**src/rtl/act_result_collector_if.sv**
```systemverilog
// Bus bundle for act_result_collector: activation beat input on one side,
// host read port and FIFO status on the other.
//
// Handshake: a beat transfers on a rising edge where act_valid && act_ready.
// act_valid/act_data/act_last must stay stable until that edge; act_ready
// may drop while a packed word is waiting for FIFO space. rd_en is a plain
// strobe (no ready): each cycle it is high pops one word, and read_valid
// pulses one cycle later alongside read_data.
interface act_result_collector_if #(
  parameter int Q_SIZE    = 16,
  parameter int MM_SIZE   = 32,
  parameter int OUT_DEPTH = 8
);
  localparam int CW = $clog2(OUT_DEPTH + 1);

  logic              act_valid;
  logic [Q_SIZE-1:0] act_data;
  logic              act_last;
  logic              act_ready;
  logic              rd_en;
  logic [MM_SIZE-1:0] read_data;
  logic              read_valid;
  logic [CW-1:0]     word_count;
  logic              empty;
  logic              full;
  logic              underflow;
  logic              layer_done;

  // Upstream activation stage plus host
  modport master (
    output act_valid, act_data, act_last, rd_en,
    input  act_ready, read_data, read_valid, word_count,
           empty, full, underflow, layer_done
  );

  // The collector itself
  modport slave (
    input  act_valid, act_data, act_last, rd_en,
    output act_ready, read_data, read_valid, word_count,
           empty, full, underflow, layer_done
  );
endinterface

```
**src/rtl/act_result_collector.sv**
```systemverilog
// Packs a serial stream of activated Q-format values into host-width words,
// buffers them in a small circular FIFO and serves them to a host read port.
// A partial word at layer end is zero-padded and committed, and layer_done
// pulses once the word carrying act_last has entered the FIFO.
module act_result_collector #(
  parameter int Q_SIZE    = 16,
  parameter int MM_SIZE   = 32,
  parameter int OUT_DEPTH = 8
) (
  input  logic                   clk,
  input  logic                   reset,
  input  logic                   clear,
  act_result_collector_if.slave  bus,
  output logic                   pack_state
);
  localparam int PACK = MM_SIZE / Q_SIZE;
  localparam int LW   = (PACK > 1) ? $clog2(PACK) : 1;
  localparam int PW   = $clog2(OUT_DEPTH);
  localparam int CW   = $clog2(OUT_DEPTH + 1);

  typedef enum logic [0:0] {
    FILL    = 1'b0,
    PENDING = 1'b1
  } state_t;

  state_t             state;
  logic [LW-1:0]      lane_idx;
  logic [MM_SIZE-1:0] pack_reg;
  logic               last_flag;
  logic               layer_done_r;

  logic [MM_SIZE-1:0] mem [OUT_DEPTH];
  logic [PW-1:0]      wr_ptr;
  logic [PW-1:0]      rd_ptr;
  logic [CW-1:0]      count;
  logic [MM_SIZE-1:0] read_data_r;
  logic               read_valid_r;
  logic               underflow_r;

  logic word_pending;
  logic fifo_empty;
  logic fifo_full;
  logic push;
  logic pop;

  assign word_pending = (state == PENDING);
  assign fifo_empty   = (count == '0);
  assign fifo_full    = (count == CW'(OUT_DEPTH));
  // A full FIFO still takes the pending word when the host pops on the same
  // edge, so the packer never stalls longer than the host does.
  assign push         = word_pending && (!fifo_full || bus.rd_en);
  assign pop          = bus.rd_en && !fifo_empty;

  assign bus.act_ready  = !word_pending;
  assign bus.read_data  = read_data_r;
  assign bus.read_valid = read_valid_r;
  assign bus.word_count = count;
  assign bus.empty      = fifo_empty;
  assign bus.full       = fifo_full;
  assign bus.underflow  = underflow_r;
  assign bus.layer_done = layer_done_r;
  assign pack_state     = state;

  // Packer FSM: fill lanes LSB-first, then hold the word until the FIFO takes it
  always_ff @(posedge clk) begin
    if (reset || clear) begin
      state        <= FILL;
      lane_idx     <= '0;
      pack_reg     <= '0;
      last_flag    <= 1'b0;
      layer_done_r <= 1'b0;
    end else begin
      layer_done_r <= 1'b0;
      case (state)
        FILL: begin
          if (bus.act_valid) begin
            for (int i = 0; i < PACK; i++) begin
              if (lane_idx == LW'(i)) pack_reg[i*Q_SIZE +: Q_SIZE] <= bus.act_data;
            end
            if (bus.act_last || lane_idx == LW'(PACK - 1)) begin
              state     <= PENDING;
              lane_idx  <= '0;
              last_flag <= bus.act_last;
            end else begin
              lane_idx <= lane_idx + 1'b1;
            end
          end
        end
        PENDING: begin
          if (push) begin
            // Zeroing here is what makes unwritten lanes of a short word read as 0
            pack_reg     <= '0;
            state        <= FILL;
            layer_done_r <= last_flag;
            last_flag    <= 1'b0;
          end
        end
        default: state <= FILL;
      endcase
    end
  end

  // FIFO storage; contents need no reset because the pointers define validity
  always_ff @(posedge clk) begin
    if (push) mem[wr_ptr] <= pack_reg;
  end

  // FIFO pointers, occupancy and the registered host read port
  always_ff @(posedge clk) begin
    if (reset || clear) begin
      wr_ptr       <= '0;
      rd_ptr       <= '0;
      count        <= '0;
      read_data_r  <= '0;
      read_valid_r <= 1'b0;
      underflow_r  <= 1'b0;
    end else begin
      read_valid_r <= bus.rd_en;
      if (bus.rd_en) begin
        if (fifo_empty) begin
          // A word pushed on this same edge is not visible to this pop
          read_data_r <= '0;
          underflow_r <= 1'b1;
        end else begin
          read_data_r <= mem[rd_ptr];
        end
      end
      if (push) wr_ptr <= wr_ptr + 1'b1;
      if (pop)  rd_ptr <= rd_ptr + 1'b1;
      case ({push, pop})
        2'b10:   count <= count + 1'b1;
        2'b01:   count <= count - 1'b1;
        default: count <= count;
      endcase
    end
  end
endmodule

```
**src/flat_wrapper.sv**
```systemverilog
// flat-port wrapper written by rule: the top's interface ports become plain ports
module act_result_collector_flat 
#(
  parameter int Q_SIZE    = 16,
  parameter int MM_SIZE   = 32,
  parameter int OUT_DEPTH = 8
)
  (clk, reset, clear, pack_state, bus_act_valid, bus_act_data, bus_act_last, bus_rd_en, bus_act_ready, bus_read_data, bus_read_valid, bus_word_count, bus_empty, bus_full, bus_underflow, bus_layer_done);
  act_result_collector_if #(.Q_SIZE(Q_SIZE), .MM_SIZE(MM_SIZE), .OUT_DEPTH(OUT_DEPTH)) bus_i ();
  input  logic clk;
  input  logic reset;
  input  logic clear;
  output logic pack_state;
  input wire logic [$bits(bus_i.act_valid)-1:0] bus_act_valid;
  input wire logic [$bits(bus_i.act_data)-1:0] bus_act_data;
  input wire logic [$bits(bus_i.act_last)-1:0] bus_act_last;
  input wire logic [$bits(bus_i.rd_en)-1:0] bus_rd_en;
  output wire logic [$bits(bus_i.act_ready)-1:0] bus_act_ready;
  output wire logic [$bits(bus_i.read_data)-1:0] bus_read_data;
  output wire logic [$bits(bus_i.read_valid)-1:0] bus_read_valid;
  output wire logic [$bits(bus_i.word_count)-1:0] bus_word_count;
  output wire logic [$bits(bus_i.empty)-1:0] bus_empty;
  output wire logic [$bits(bus_i.full)-1:0] bus_full;
  output wire logic [$bits(bus_i.underflow)-1:0] bus_underflow;
  output wire logic [$bits(bus_i.layer_done)-1:0] bus_layer_done;
  assign bus_i.act_valid = bus_act_valid;
  assign bus_i.act_data = bus_act_data;
  assign bus_i.act_last = bus_act_last;
  assign bus_i.rd_en = bus_rd_en;
  assign bus_act_ready = bus_i.act_ready;
  assign bus_read_data = bus_i.read_data;
  assign bus_read_valid = bus_i.read_valid;
  assign bus_word_count = bus_i.word_count;
  assign bus_empty = bus_i.empty;
  assign bus_full = bus_i.full;
  assign bus_underflow = bus_i.underflow;
  assign bus_layer_done = bus_i.layer_done;
  act_result_collector #(.Q_SIZE(Q_SIZE), .MM_SIZE(MM_SIZE), .OUT_DEPTH(OUT_DEPTH)) u_core (.clk(clk), .reset(reset), .clear(clear), .bus(bus_i), .pack_state(pack_state));
endmodule
```
**config.mk**
```make
export PLATFORM = sky130hd
export DESIGN_NAME = act_result_collector_flat
export DESIGN_NICKNAME = d
export VERILOG_FILES = /design/src/rtl/act_result_collector_if.sv /design/src/rtl/act_result_collector.sv /design/src/flat_wrapper.sv
export SDC_FILE = /design/constraint.sdc
export NUM_CORES = 1
export LEC_CHECK = 0
export BUFFER_PORTS_ARGS = -buffer_cell sky130_fd_sc_hd__buf_2
export CORE_UTILIZATION = 45
export CTS_BUF_LIST = sky130_fd_sc_hd__clkbuf_4 sky130_fd_sc_hd__clkbuf_8
export CTS_CLUSTER_DIAMETER = 80
export CTS_CLUSTER_SIZE = 40
export DETAILED_ROUTE_END_ITERATION = 6
export SYNTH_ARGS = -nofsm -noshare
export SYNTH_HDL_FRONTEND = slang
export SYNTH_SLANG_ARGS = --single-unit
```
**constraint.sdc**
```tcl
create_clock -name clk -period 4.91 [get_ports clk]
set_clock_uncertainty 0.2 [all_clocks]
set_input_delay 0.982 -clock clk [delete_from_list [all_inputs] [get_ports clk]]
set_output_delay 0.982 -clock clk [all_outputs]
set_load 0.1 [all_outputs]
```
==> results of run 1 <==
[cells in the final DEF, fill, tap and decap left out, types with 3 or more instances in the layout]
cell	Yosys	routed
clkbuf_8	0	17
nor2_1	24	19
o21ai_0	3	3
dfxtp_1	83	80
a21oi_1	8	8
clkinv_16	0	4
buf_4	0	17
edfxtp_1	256	256
a221o_1	31	31
nor3_2	0	5
nand2_1	74	74
ha_1	5	5
a21oi_2	30	30
buf_2	9	64
nand2b_1	5	5
inv_1	3	3
xor2_1	6	6
mux2i_1	3	3
nor2_4	0	4
and3_1	31	31
mux4_2	64	64
[worst max path at each step]
stage	slack, ns	cells past startpoint	end	startpoint
floorplan	0.40	4	u_core.mem[4][0]$_DFFE_PP_	u_core.bus.word_count[0]$_SDFFE_PP0P_
global placement	1.70	9	u_core.bus.word_count[2]$_SDFFE_PP0P_	bus_rd_en
detailed placement	1.69	4	u_core.mem[5][23]$_DFFE_PP_	bus_rd_en
CTS	1.49	3	bus_full	u_core.bus.word_count[1]$_SDFFE_PP0P_
global route	1.42	3	bus_full	u_core.bus.word_count[1]$_SDFFE_PP0P_
finish	1.53	3	bus_full	u_core.bus.word_count[1]$_SDFFE_PP0P_
[layer usage]
metal  share of wire, %  global-route usage (%)
met5                  0                       0
met4                1.4                   3.290
met3                5.7                   2.705
met2                 49                   32.28
met1                 44                   27.75
[cell families after synthesis]
family	count (synthesis)	synth area share [%]
adder cells (fa/ha/maj)	5	0.4976
multiplexers	67	11.70
flip-flops	339	74.36
XOR/XNOR	7	0.4876
AND/OR/NAND/NOR	154	5.742
AO/OA/AOI/OAI	79	5.573
buffers and inverters	44	1.642
[power by group through the flow]
stage | logic (mW) | registers [mW] | clock network (mW)
floorplan | 0.0518 | 3.14 | 0
detailed placement | 0.0942 | 3.14 | 0
CTS | 0.0946 | 3.08 | 1.43
global placement | 0.0929 | 3.14 | 0
finish | 0.0946 | 3.08 | 1.39
global route | 0.100 | 3.08 | 1.52
[critical path, stage by stage, from the launching register on]
cell	delay, ns
dfxtp_1	0.44
or4b_1	0.68
inv_1	0.10
buf_2	0.43
[metrics by stage]
stage | util, % | instance area, sq um
6_report | 50.86 | 13820
5_1_grt | 50.86 | 13820
4_1_cts | 50.86 | 13820
3_5_place_dp | 49.22 | 13380
3_3_place_gp | 49.22 | 13380
2_1_floorplan | - | 12590
[area by class of cell]
| class | instances | share of cell area [%] |
|---|---|---|
| clock buffers | 18 | 1.747 |
| multi-input cells | 312 | 22.41 |
| well taps | 372 | 3.368 |
| clock inverters | 10 | 1.467 |
| flip-flops and latches | 339 | 67.69 |
| inverters | 3 | 0.08148 |
| repair buffers | 81 | 3.241 |
==> impl_metrics.tcl, run 1 <==
set metrics [dict create \
    multiInputGateArea_sq_um 3097 \
    critical_path_required_ns 3.73 \
    io_buffers 64 \
    cts_made_buffers 16 \
    power.leakage_nw 4.664 \
    timing.final.crit_share_pct 68.91 \
    fmax_mhz 295.6 \
    finalSetupViolations 0 \
    worstPathMaxFanout 10 \
    largest_register_ffs 256 \
    dieArea_sq_um 28610 \
    hp-class "reg -> reg" \
    endpoint_kind "output pin" \
    synth_edf_count 256 \
    synth.avg_cell_area_sq_um 18.09 \
    ys_types 36 \
    clk_transition_reported_paths_ns 0.15 \
    worstPathArrival_ns 2.20 \
    cts_buffer_depth 3 \
    drc 0 \
    pin_count 65 \
    hold_path_depth 2 \
    finalHoldViolations 0 \
    synth_top_area_cell "edfxtp_1" \
    yosys-top-cells-area "edfxtp_1 61%, dfxtp_1 13%, mux4_2 11%" \
    postCtsHoldBufs 0 \
    slew_headroom_pct 34.35 \
    vias 6409 \
    cts_tree "done" \
    wl_per_cell_um 23.65 \
    yosysMostFrequentCell "edfxtp_1" \
    synth_nets 722 \
    dr.first_iter.drc_count 659 \
    cts_setup_buffers 0 \
    nNetsFinal 780 \
    crit_type "reg -> out" \
    wl_mm 26.84 \
    synthCells 695 \
    r2r-end "u_core.bus.word_count[2]$_SDFFE_PP0P_" \
    cts-root-buf "clkbuf_8" \
    dr.pass1.iters 5 \
    power_mw 4.556 \
    grt_max_degree 42 \
    switchingPower_mw 1.055 \
    via_per_inst 5.647 \
    r2r_setup_slack_ns 1.74 \
    tightest_slew_ns 0.9818 \
    setup_ws_ns 1.527 \
    ff2ff_path_depth 9 \
    fin_crit_ns 3.383 \
    nFillCells 2249 \
    post-place-cells 1107 \
    detail-route-antenna-nets 0 \
    vdd_drop_max_uv 310.9 \
    synth_ff_type "edfxtp_1" \
    hpwl_mm 15.42 \
    rows 60 \
    core-area_sq_um 27180 \
    r2r-start "u_core.bus.word_count[1]$_SDFFE_PP0P_" \
    dp_slack_ns 1.691 \
    ys_ff_latch 339 \
    antenna_found_initial 0 \
    synth_area_sq_um 12570 \
    rsz0062_at_grt "no" \
    clock_sinks 339 \
    grt_pass1_wl_mm 41.40 \
    p_int_mw 3.502 \
    gp_congestion 0.8044 \
    outcome "finished, final reports clean" \
    synthArstFlopShare_pct 0 \
    whs_ns 0.2746 \
    hold-path-endpoint "u_core.bus.layer_done$_SDFF_PP0_" \
    gr-total-overflow 0 \
    final.setup.tns_ns 0 \
    die_h_um 169.2 \
    antenna_cells 0 \
    grt_usage_pct 19.40 \
    grt_pass1_vias 6791 \
    syn_to_final_growth_pct 9.922 \
    ys_top_cells_by_count "256 x edfxtp_1, 83 x dfxtp_1, 74 x nand2_1, 64 x mux4_2" \
    clock_latency_ns 0.59 \
    htree_levels 1 \
    max_cap_violations 0 \
    swShare_pct 23.14 \
    start_util_pct 46.27 \
    drive_above_1_share_pct 29.10 \
    seq_area_sq_um 9355 \
    cts-resized-gates 0 \
    pwr-share-clk_pct 30.4 \
    min-delay-start "u_core.last_flag$_SDFFE_PP0P_" \
    fin_cells 1135 \
    pwr_density_cell_nw_per_um2 329.7 \
    p_seq_share_pct 67.5 \
    die_x_um 169.2 \
    synth_top_area_share_pct 61.14 \
    pwr-share-comb_pct 2.1 \
    synth-seq-area-share_pct 74.36 \
    yosys_warnings 0 \
    start_kind "flop" \
    slew_violations 0 \
]
Note: power is estimated with default switching activity, not from simulation.
==> run 2: changes to the inputs <==
clock period = 3.3 ns   (was 4.91 ns; I/O delays follow)
==> run 2 against run 1 <==
Register-to-register slack lost 1.5 ns. Count of clock-buffer cells in the layout is the same. Hold slack lost 0.13 ns. Final area grew 0.25%. First-iteration DRC count shrank 0.76%. Wire length shrank 1.3%. Sequential power grew 49%. Sequential share of layout area shrank 0.16 points. Non-clock buffer count grew 11. Setup slack lost 1.3 ns. Die area is the same.
==> impl_metrics.tcl, run 2 (synthesis results as in run 1) <==
set metrics [dict create \
    outcome "finished, final reports clean" \
    cts_buffer_depth 3 \
    die_h_um 169.2 \
    drc 0 \
    dp_slack_ns 0.3614 \
    dr.first_iter.drc_count 654 \
    worstPathMaxFanout 8 \
    route.layer.met1.wl_mm 11.67 \
    dr_wl_met2_mm 13.00 \
    most-common-layout-cells "256 x edfxtp_1, 79 x dfxtp_1, 74 x nand2_1" \
    hpwl_mm 15.52 \
    power.leakage_nw 4.677 \
    whs_ns 0.1401 \
    wl_mm 26.48 \
    pwr_density_cell_nw_per_um2 467.2 \
    ff2ff_path_depth 9 \
    postCtsHoldBufs 0 \
    die_x_um 169.2 \
    drive_above_1_share_pct 29.87 \
    layout_commonest_cell "edfxtp_1" \
    vdd_drop_max_uv 506.9 \
    start_util_pct 46.27 \
    htree_levels 1 \
    final.setup.tns_ns 0 \
    grt_usage_pct 18.95 \
    max_stage_delay_ns 0.64 \
    core-area_sq_um 27180 \
    tightest_slew_ns 0.8184 \
    cp_slowest_cell "o41ai_2" \
    detail-route-antenna-nets 0 \
    timing.final.crit_share_pct 93.02 \
    slew_headroom_pct 45.44 \
    max_cap_violations 0 \
    vias 6469 \
    via_per_inst 5.665 \
    wl_per_cell_um 23.19 \
    critical_path_required_ns 3.57 \
    fin_crit_ns 3.070 \
    setup_ws_ns 0.2302 \
    antenna_cells 0 \
    highest_layer "met4" \
    clock_latency_ns 0.57 \
    cts-root-buf "clkbuf_8" \
    crit_type "reg -> reg" \
    cts_made_buffers 14 \
    r2r-end "u_core.bus.word_count[2]$_SDFFE_PP0P_" \
    finalHoldViolations 0 \
    pin_count 65 \
    hp-class "in -> reg" \
    r2r_setup_slack_ns 0.23 \
    clk_transition_reported_paths_ns 0.21 \
    nNetsFinal 789 \
    rsz0062_at_grt "no" \
    start_kind "flop" \
    cts_tree "done" \
    crit_chain "o41ai_2 > inv_1 > ha_1 > xor2_1 > ha_1 > a21oi_1 > xor2_1 > or3_1 > a21oi_1" \
    fmax_mhz 325.8 \
    clock_sinks 339 \
    cts-resized-gates 0 \
    io_buffers 64 \
    gp_congestion 0.8297 \
    cp-startpoint "u_core.bus.word_count[0]$_SDFFE_PP0P_" \
    dr.pass1.iters 5 \
    dieArea_sq_um 28610 \
    rows 60 \
    finalSetupViolations 0 \
    syn_to_final_growth_pct 10.20 \
    r2r-start "u_core.bus.word_count[0]$_SDFFE_PP0P_" \
    fin_cells 1142 \
    grt_pass1_wl_mm 40.40 \
    critPathCapture "u_core.bus.word_count[2]$_SDFFE_PP0P_" \
    largest_register_ffs 256 \
    grt_max_degree 42 \
    gr-total-overflow 0 \
    antenna_found_initial 0 \
    post-place-cells 1118 \
    cts_setup_buffers 0 \
    wl_met3_mm 1.525 \
    worstPathArrival_ns 3.34 \
    endpoint_kind "flop" \
    grt_pass1_vias 6582 \
    nFillCells 2254 \
    slew_violations 0 \
]
run 2: how the worst min path moves through the flow:
stage                                       end  cells past startpoint                           from
6_report       u_core.pack_reg[28]$_SDFFE_PP0P_                      3               bus_act_data[12]
5_1_grt        u_core.pack_reg[25]$_SDFFE_PP0P_                      3                bus_act_data[9]
4_1_cts        u_core.pack_reg[25]$_SDFFE_PP0P_                      3                bus_act_data[9]
3_5_place_dp   u_core.bus.layer_done$_SDFF_PP0_                      2  u_core.last_flag$_SDFFE_PP0P_
3_3_place_gp   u_core.bus.layer_done$_SDFF_PP0_                      2  u_core.last_flag$_SDFFE_PP0P_
2_1_floorplan  u_core.bus.layer_done$_SDFF_PP0_                      2  u_core.last_flag$_SDFFE_PP0P_
run 2: area by class of cell:
class / count / area [sq um] / share of cell area [%]
well taps: 372 / 465.4 / 3.359
clock inverters: 6 / 71.32 / 0.5147
clock buffers: 18 / 229.0 / 1.653
inverters: 3 / 11.26 / 0.08127
flip-flops and latches: 339 / 9356 / 67.53
repair buffers: 92 / 605.6 / 4.371
multi-input cells: 312 / 3117 / 22.49
run 2: power by group:
part	switching (mW)	internal, mW
registers	0.0220	4.55
clock network	1.25	0.507
logic	0.105	0.0368
run 2: routing by layer:
layer	track usage [%]	vias up
li1	-	2852
met1	27.09	3399
met2	31.87	192
met3	2.449	26
met4	2.859	0
met5	0	-
run 2: through the flow:
stage | cell area [sq um] | utilization [%] | total power [mW]
6_report | 13860 | 50.99 | 6.474
5_1_grt | 13860 | 50.99 | 6.656
4_1_cts | 13860 | 50.99 | 6.519
3_5_place_dp | 13560 | 49.88 | 4.812
3_3_place_gp | 13560 | 49.88 | 4.807
2_1_floorplan | 12620 | - | 4.753
run 2: worst max-delay path, delay by kind of cell (launching register included):
family	cells	cell delay, ns
adders and majority gates	2	0.53
and+or+nand+nor	1	0.33
AOI/OAI and AO/OA	3	0.99
buffers and inverters	1	0.23
xor gates and xnor gates	2	0.28
DFF	1	0.45
